## src/rtl/xor_puf_eval_ctrl_if.sv

```systemverilog
// Handshake and pin bundle between the SPI register bank, the evaluation controller and the
// XOR PUF macro.
interface xor_puf_eval_ctrl_if #(
  parameter int unsigned N_BITS = 128
) ();
  logic              START;
  logic              ABORT;
  logic [N_BITS-1:0] PUF_OUT_XOR;
  logic              I1_XOR;
  logic              I2_XOR;
  logic              RESET_XOR;
  logic [N_BITS-1:0] RESP;
  logic [7:0]        UNSTABLE_CNT;
  logic              BUSY;
  logic              DONE;
  logic              VALID;

  // Controller side.
  modport slave (
    input  START, ABORT, PUF_OUT_XOR,
    output I1_XOR, I2_XOR, RESET_XOR, RESP, UNSTABLE_CNT, BUSY, DONE, VALID
  );

  // Register bank / PUF macro side.
  modport master (
    output START, ABORT, PUF_OUT_XOR,
    input  I1_XOR, I2_XOR, RESET_XOR, RESP, UNSTABLE_CNT, BUSY, DONE, VALID
  );
endinterface

```

## src/rtl/xor_puf_eval_ctrl.sv

```systemverilog
// Sequencer for the XOR PUF macro: repeated reset/settle/excite/sample evaluations, per-bit
// ones counting, majority-voted response and unstable-bit count.
module xor_puf_eval_ctrl #(
  parameter int unsigned N_BITS     = 128,
  parameter int unsigned NUM_EVAL   = 7,
  parameter int unsigned RST_CYC    = 4,
  parameter int unsigned SETTLE_CYC = 4,
  parameter int unsigned EVAL_CYC   = 8
) (
  input logic                CLK,
  input logic                RN,
  xor_puf_eval_ctrl_if.slave bus
);

  localparam int unsigned BitW = (N_BITS > 1) ? $clog2(N_BITS) : 1;

  localparam logic [7:0]      RstLast    = 8'(RST_CYC - 1);
  localparam logic [7:0]      SettleLast = 8'(SETTLE_CYC - 1);
  localparam logic [7:0]      EvalLast   = 8'(EVAL_CYC - 1);
  localparam logic [3:0]      NumEvalW   = 4'(NUM_EVAL);
  localparam logic [3:0]      MajThr     = 4'(NUM_EVAL / 2);
  localparam logic [BitW-1:0] BitLast    = BitW'(N_BITS - 1);

  typedef enum logic [2:0] {
    StIdle,
    StRst,
    StSettle,
    StExcite,
    StSample,
    StAccum,
    StResolve,
    StFin
  } state_e;

  state_e            state_q, state_d;
  logic [7:0]        cyc_q, cyc_d;
  logic [3:0]        eval_q, eval_d;
  logic [BitW-1:0]   bit_q, bit_d;

  logic              i1_q, i1_d;
  logic              rst_pin_q, rst_pin_d;
  logic              busy_q, busy_d;
  logic              done_q, done_d;
  logic              valid_q, valid_d;

  logic [N_BITS-1:0] sync1_q, sync2_q;
  logic [3:0]        cnt_q [N_BITS];
  logic [N_BITS-1:0] resp_q;
  logic [7:0]        unst_q;

  logic              accept;
  logic              abort_run;
  logic [3:0]        cur_cnt;
  logic              cur_unstable;

  assign accept       = (state_q == StIdle) && bus.START && !bus.ABORT;
  assign abort_run    = (state_q != StIdle) && bus.ABORT;
  assign cur_cnt      = cnt_q[bit_q];
  assign cur_unstable = (cur_cnt != 4'd0) && (cur_cnt != NumEvalW);

  // Pin values are derived from the current state and registered, so every pin phase lags its
  // state by one cycle while keeping its length; an abort forces the pins idle on the same edge.
  always_comb begin
    state_d   = state_q;
    cyc_d     = cyc_q;
    eval_d    = eval_q;
    bit_d     = bit_q;
    busy_d    = busy_q;
    valid_d   = valid_q;
    done_d    = 1'b0;
    i1_d      = 1'b0;
    rst_pin_d = 1'b0;

    unique case (state_q)
      StIdle: begin
        if (accept) begin
          state_d = StRst;
          cyc_d   = 8'd0;
          eval_d  = 4'd0;
          busy_d  = 1'b1;
          valid_d = 1'b0;
        end
      end
      StRst: begin
        if (cyc_q == RstLast) begin
          state_d = StSettle;
          cyc_d   = 8'd0;
        end else begin
          cyc_d = cyc_q + 8'd1;
        end
      end
      StSettle: begin
        rst_pin_d = 1'b1;
        if (cyc_q == SettleLast) begin
          state_d = StExcite;
          cyc_d   = 8'd0;
        end else begin
          cyc_d = cyc_q + 8'd1;
        end
      end
      StExcite: begin
        rst_pin_d = 1'b1;
        i1_d      = 1'b1;
        if (cyc_q == EvalLast) begin
          state_d = StSample;
          cyc_d   = 8'd0;
        end else begin
          cyc_d = cyc_q + 8'd1;
        end
      end
      StSample: begin
        rst_pin_d = 1'b1;
        i1_d      = 1'b1;
        if (cyc_q == 8'd1) begin
          state_d = StAccum;
          cyc_d   = 8'd0;
        end else begin
          cyc_d = cyc_q + 8'd1;
        end
      end
      StAccum: begin
        eval_d = eval_q + 4'd1;
        if (eval_d == NumEvalW) begin
          state_d = StResolve;
          bit_d   = '0;
        end else begin
          state_d = StRst;
          cyc_d   = 8'd0;
        end
      end
      StResolve: begin
        if (bit_q == BitLast) begin
          state_d = StFin;
        end else begin
          bit_d = bit_q + 1'b1;
        end
      end
      StFin: begin
        done_d  = 1'b1;
        valid_d = 1'b1;
        busy_d  = 1'b0;
        state_d = StIdle;
      end
      default: state_d = StIdle;
    endcase

    if (abort_run) begin
      state_d   = StIdle;
      busy_d    = 1'b0;
      done_d    = 1'b0;
      valid_d   = valid_q;
      i1_d      = 1'b0;
      rst_pin_d = 1'b0;
    end
  end

  always_ff @(posedge CLK or negedge RN) begin
    if (!RN) begin
      state_q   <= StIdle;
      cyc_q     <= 8'd0;
      eval_q    <= 4'd0;
      bit_q     <= '0;
      i1_q      <= 1'b0;
      rst_pin_q <= 1'b0;
      busy_q    <= 1'b0;
      done_q    <= 1'b0;
      valid_q   <= 1'b0;
    end else begin
      state_q   <= state_d;
      cyc_q     <= cyc_d;
      eval_q    <= eval_d;
      bit_q     <= bit_d;
      i1_q      <= i1_d;
      rst_pin_q <= rst_pin_d;
      busy_q    <= busy_d;
      done_q    <= done_d;
      valid_q   <= valid_d;
    end
  end

  // Synchroniser runs every cycle; ACCUM adds the second stage into the per-bit counters.
  always_ff @(posedge CLK or negedge RN) begin
    if (!RN) begin
      sync1_q <= '0;
      sync2_q <= '0;
      resp_q  <= '0;
      unst_q  <= 8'd0;
      for (int i = 0; i < int'(N_BITS); i++) begin
        cnt_q[i] <= 4'd0;
      end
    end else begin
      sync1_q <= bus.PUF_OUT_XOR;
      sync2_q <= sync1_q;

      if (accept) begin
        for (int i = 0; i < int'(N_BITS); i++) begin
          cnt_q[i] <= 4'd0;
        end
      end else if ((state_q == StAccum) && !abort_run) begin
        for (int i = 0; i < int'(N_BITS); i++) begin
          cnt_q[i] <= cnt_q[i] + {3'b000, sync2_q[i]};
        end
      end

      if ((state_q == StAccum) && (state_d == StResolve)) begin
        unst_q <= 8'd0;
      end else if ((state_q == StResolve) && !abort_run) begin
        resp_q[bit_q] <= (cur_cnt > MajThr);
        if (cur_unstable && (unst_q != 8'hFF)) begin
          unst_q <= unst_q + 8'd1;
        end
      end
    end
  end

  assign bus.I1_XOR       = i1_q;
  assign bus.I2_XOR       = i1_q;
  assign bus.RESET_XOR    = rst_pin_q;
  assign bus.RESP         = resp_q;
  assign bus.UNSTABLE_CNT = unst_q;
  assign bus.BUSY         = busy_q;
  assign bus.DONE         = done_q;
  assign bus.VALID        = valid_q;

endmodule

```

## src/flat_wrapper.sv

```systemverilog
// flat-port wrapper written by rule: the top's interface ports become plain ports
module xor_puf_eval_ctrl_flat 
#(
  parameter int unsigned N_BITS     = 128,
  parameter int unsigned NUM_EVAL   = 7,
  parameter int unsigned RST_CYC    = 4,
  parameter int unsigned SETTLE_CYC = 4,
  parameter int unsigned EVAL_CYC   = 8
)
  (CLK, RN, bus_START, bus_ABORT, bus_PUF_OUT_XOR, bus_I1_XOR, bus_I2_XOR, bus_RESET_XOR, bus_RESP, bus_UNSTABLE_CNT, bus_BUSY, bus_DONE, bus_VALID);
  xor_puf_eval_ctrl_if #(.N_BITS(N_BITS)) bus_i ();
  input logic CLK;
  input logic RN;
  input wire logic [$bits(bus_i.START)-1:0] bus_START;
  input wire logic [$bits(bus_i.ABORT)-1:0] bus_ABORT;
  input wire logic [$bits(bus_i.PUF_OUT_XOR)-1:0] bus_PUF_OUT_XOR;
  output wire logic [$bits(bus_i.I1_XOR)-1:0] bus_I1_XOR;
  output wire logic [$bits(bus_i.I2_XOR)-1:0] bus_I2_XOR;
  output wire logic [$bits(bus_i.RESET_XOR)-1:0] bus_RESET_XOR;
  output wire logic [$bits(bus_i.RESP)-1:0] bus_RESP;
  output wire logic [$bits(bus_i.UNSTABLE_CNT)-1:0] bus_UNSTABLE_CNT;
  output wire logic [$bits(bus_i.BUSY)-1:0] bus_BUSY;
  output wire logic [$bits(bus_i.DONE)-1:0] bus_DONE;
  output wire logic [$bits(bus_i.VALID)-1:0] bus_VALID;
  assign bus_i.START = bus_START;
  assign bus_i.ABORT = bus_ABORT;
  assign bus_i.PUF_OUT_XOR = bus_PUF_OUT_XOR;
  assign bus_I1_XOR = bus_i.I1_XOR;
  assign bus_I2_XOR = bus_i.I2_XOR;
  assign bus_RESET_XOR = bus_i.RESET_XOR;
  assign bus_RESP = bus_i.RESP;
  assign bus_UNSTABLE_CNT = bus_i.UNSTABLE_CNT;
  assign bus_BUSY = bus_i.BUSY;
  assign bus_DONE = bus_i.DONE;
  assign bus_VALID = bus_i.VALID;
  xor_puf_eval_ctrl #(.N_BITS(N_BITS), .NUM_EVAL(NUM_EVAL), .RST_CYC(RST_CYC), .SETTLE_CYC(SETTLE_CYC), .EVAL_CYC(EVAL_CYC)) u_core (.CLK(CLK), .RN(RN), .bus(bus_i));
endmodule
```

## config.mk

```make
export PLATFORM = sky130hd
export DESIGN_NAME = xor_puf_eval_ctrl_flat
export DESIGN_NICKNAME = d
export VERILOG_FILES = /design/src/rtl/xor_puf_eval_ctrl_if.sv /design/src/rtl/xor_puf_eval_ctrl.sv /design/src/flat_wrapper.sv
export SDC_FILE = /design/constraint.sdc
export NUM_CORES = 2
export LEC_CHECK = 0
export CAP_MARGIN = 15
export CORE_ASPECT_RATIO = 1.1
export CORE_MARGIN = 2
export CORE_UTILIZATION = 40
export CTS_BUF_LIST = sky130_fd_sc_hd__clkbuf_2 sky130_fd_sc_hd__clkbuf_4 sky130_fd_sc_hd__clkbuf_8
export CTS_CLUSTER_SIZE = 10
export DETAILED_ROUTE_END_ITERATION = 6
export PLACE_DENSITY_LB_ADDON = 0.12
export SLEW_MARGIN = 30
export SYNTH_ARGS = -nofsm -noshare
export SYNTH_HDL_FRONTEND = slang
export SYNTH_SLANG_ARGS = --single-unit
```

## constraint.sdc

```tcl
create_clock -name CLK -period 3 [get_ports CLK]
set_input_delay 0.75 -clock CLK [delete_from_list [all_inputs] [get_ports CLK]]
set_output_delay 0.75 -clock CLK [all_outputs]
set_load 0.02 [all_outputs]
```

==> metrics.csv <==
metric,value,unit
HPWL after detailed placement,79480,um
total power,27660,uW
adder-cell share of the synthesized area,7.802,%
TritonCTS Sinks,931,
fin cells,5750,
VDD IR max,387.7,uV
GPL Wtd Cong,0.8354,
Fmax,299.1,MHz
Worst EP arrival,4.03,ns
# IOs,274,
status,"complete, but fails checks",
initial antenna violation count,2,
post-synthesis mux area share,7.926,%
initial DRC count,2179,
full die area,108000,um^2
worst hold path class,reg -> reg,
Final Max Slew Viols,0,
"Min Clock Period, post-route",3.343,ns
RSZ-0062 raised after global routing,true,
Max Root-Sink Buffers,3,
cell taking the most area after synthesis,dfrtp_1,
grt total ovfl,0,
startpoint types,flip-flop,
PwrDens,523.5,nW/um^2
core area,104300,um^2
DP Area,47940,um^2
start point of the critical path,u_core.bit_q[0],
Worst Setup End Kind,flip-flop,
Setup-failing EPs final,136,
top-area cell type share of the netlist area,55.28,%
Post-Synth Simple-Gate Area,12.50,%
clock-pin slew on the worst setup and hold paths,0.06,ns
synthesized instance count,3806,
largest family of logic cells by synthesized area,simple AND/OR/NAND/NOR gates,
max-capacitance violation count,0,
fin crit share,111.4,%
share of layout cells above drive strength 1,16.90,%
drt total wl,118200,um
via count,30010,
Fin. Hold Viols,0,
GRT Total Usage,21.95,%
IO Port Bufs,273,
hold path start,u_core.sync1_q[33],
worst reg2reg setup slack,-0.34,ns
hold_ws,0.3384,ns
leakage,0.02423,uW
failing checks,setup timing,
CTS tree,done,
Synth Area in XOR/XNOR,5.445,%
CP Class,reg -> reg,
actual slew at the worst max-slew pin,0.8366,ns
Final Skew,0.03802,ns
CP Data Required Time,3.69,ns
"Seq/Total Area, Yosys",55.28,%
Nets,4631,
post-synthesis cell type count,59,
"Clk Latency, worst-skew pair",0.84,ns
"Max FO, Critical Path",7,
Die Ht,344.4,um
largest net degree at the start of global routing,114,
total CTS buffers,164,
most frequent cells after synthesis,"dfrtp_1 (931), nand2_1 (690), a21oi_1 (408)",
vias in the first global route,29980,
first-pass GRT wire length,182400,um
Clock Root Buffer,clkbuf_8,
DP Worst Slack,-0.7155,ns
design area,52830,um^2
Initial Util,40.42,%
DR vias/cell,5.218,
YS warnings,0,
Post-synth EDFFs,0,
Slew HR,43.64,%
final worst-path setup slack,-0.3432,ns
Synthesized Nets,4200,
DRT Pass-1 Iters,5,
mean post-synth cell area,11.07,um^2
Yosys reg bits,931,
"Top FF cell, synth",dfrtp_1,
FF-to-FF Start,u_core.bit_q[0],
"top cells by area, synth","dfrtp_1 (55%), ha_1 (7.8%), nand2_1 (6.1%)",
H-tree depth,4,
Post-synth ARST share,100.0,%
Area Overhead vs Synth,25.35,%
Compound-Gate Fraction of Synth Area,8.232,%
Mapped Area,42150,um^2
drt drc,0,
Chip Width,313.5,um
Final ANT Viol Nets,0,
row count,124,
Placed Cells,5417,
drt wl/cell,20.56,um
top-count cell post-synth,dfrtp_1,
-- placed cells by master (no fill, tap or decap), drive strengths merged, types with 3 or more instances in the layout --
master	netlist	final
nand2	690	690
clkinvlp	0	7
nor3	10	10
xnor2	3	3
clkbuf	178	249
nand3b	3	3
dfrtp	931	931
ha	262	262
a221o	16	16
a22oi	12	12
buf	73	236
clkinv	3	27
nor2b	7	7
inv	7	15
a21oi	409	409
and3	7	7
mux4	109	109
o21ai	39	39
a221oi	4	4
xor2	259	259
or2	3	3
nor2	374	374
clkdlybuf4s50	0	272
bufinv	0	9
or3	3	3
nand2b	12	12
o31ai	4	4
a31oi	106	106
o22ai	15	15
mux2i	85	85
and2	6	6
nand3	20	20
nand4	132	132
-- registers in the layout, indices dropped and copies added (netlist names), 3 cells and up --
register and flops:
u_core.cyc_q 8, u_core.sync2_q 128, u_core.bit_q 7, u_core.eval_q 4, u_core.cnt_q 512, u_core.bus.RESP 128, u_core.sync1_q 128, u_core.bus.UNSTABLE_CNT 8
u_core.state_q 3
-- critical path, stage by stage (launching register included) --
cell and delay, ns:
dfrtp_4 0.52, buf_12 0.16, buf_6 0.12, buf_12 0.13
buf_16 0.14, mux4_2 0.46, mux4_2 0.49, a21o_1 0.21
a21oi_2 0.19, a21oi_4 0.08, nor2_4 0.19, buf_12 0.14
clkbuf_16 0.17, buf_8 0.12, a31oi_1 0.07
-- worst paths after layout --
path | end | depth (start not counted)
worst max register to register | u_core.bus.RESP[58] | 14
max in group asynchronous | u_core.sync1_q[127] | 4
worst min-delay path | u_core.sync2_q[33] | 0
worst max-delay path | u_core.bus.RESP[58] | 14
min in group asynchronous | u_core.sync1_q[12] | 2
worst min register to register | u_core.sync2_q[33] | 0
-- what timing repair did --
item	in CTS	in global routing
setup endpoints to repair	136	141
cloned	6	7
hold endpoints to repair	28	0
setup buffers	19	11
gates resized for setup	82	50
pin swaps	23	7
hold buffers	1	0
-- layer usage --
metal	part of all wire [%]	track usage, %	up-vias
li1	-	-	14090
met1	45	30.16	15050
met2	48	35.60	683
met3	4.3	3.595	183
met4	2.7	7.207	0
met5	0	0	-
-- power by group --
| group | total (uW) | internal (uW) | switching [uW] |
|---|---|---|---|
| Clock | 12800 | 7350 | 5450 |
| Combinational | 1900 | 750 | 1150 |
| Sequential | 13000 | 12800 | 170 |
| Total | 27700 | 20900 | 6780 |
-- area by class of cell --
cell class,instances,area (um^2)
Antenna cell,2,5.005
Clock buffer,243,3063
Clock inverter,48,539.3
Fill cell,9384,51430
Inverter,10,37.54
Multi-Input combinational cell,2614,18240
Sequential cell,931,23310
Tap cell,1386,1734
Timing Repair Buffer,516,5904
-- logic make-up (layout without fill, tap and decap cells) --
| family | after synthesis | count (layout) |
|---|---|---|
| flops | 931 | 931 |
| xor+xnor | 262 | 262 |
| buf+inv | 261 | 817 |
| fa+ha+maj | 263 | 263 |
| simple gates | 1272 | 1272 |
| compound gates | 622 | 622 |
| mux | 195 | 195 |
| other cells | 0 | 2 |
-- metrics by stage --
step / TNS [ns] / util, %
6_report: -39.62 / 50.67
5_1_grt: -44.44 / 50.67
4_1_cts: -22.36 / 50.12
3_5_place_dp: -80.50 / 45.98
3_3_place_gp: -79.64 / 45.98
2_1_floorplan: 0 / -
Note: power is estimated with default switching activity, not from simulation.
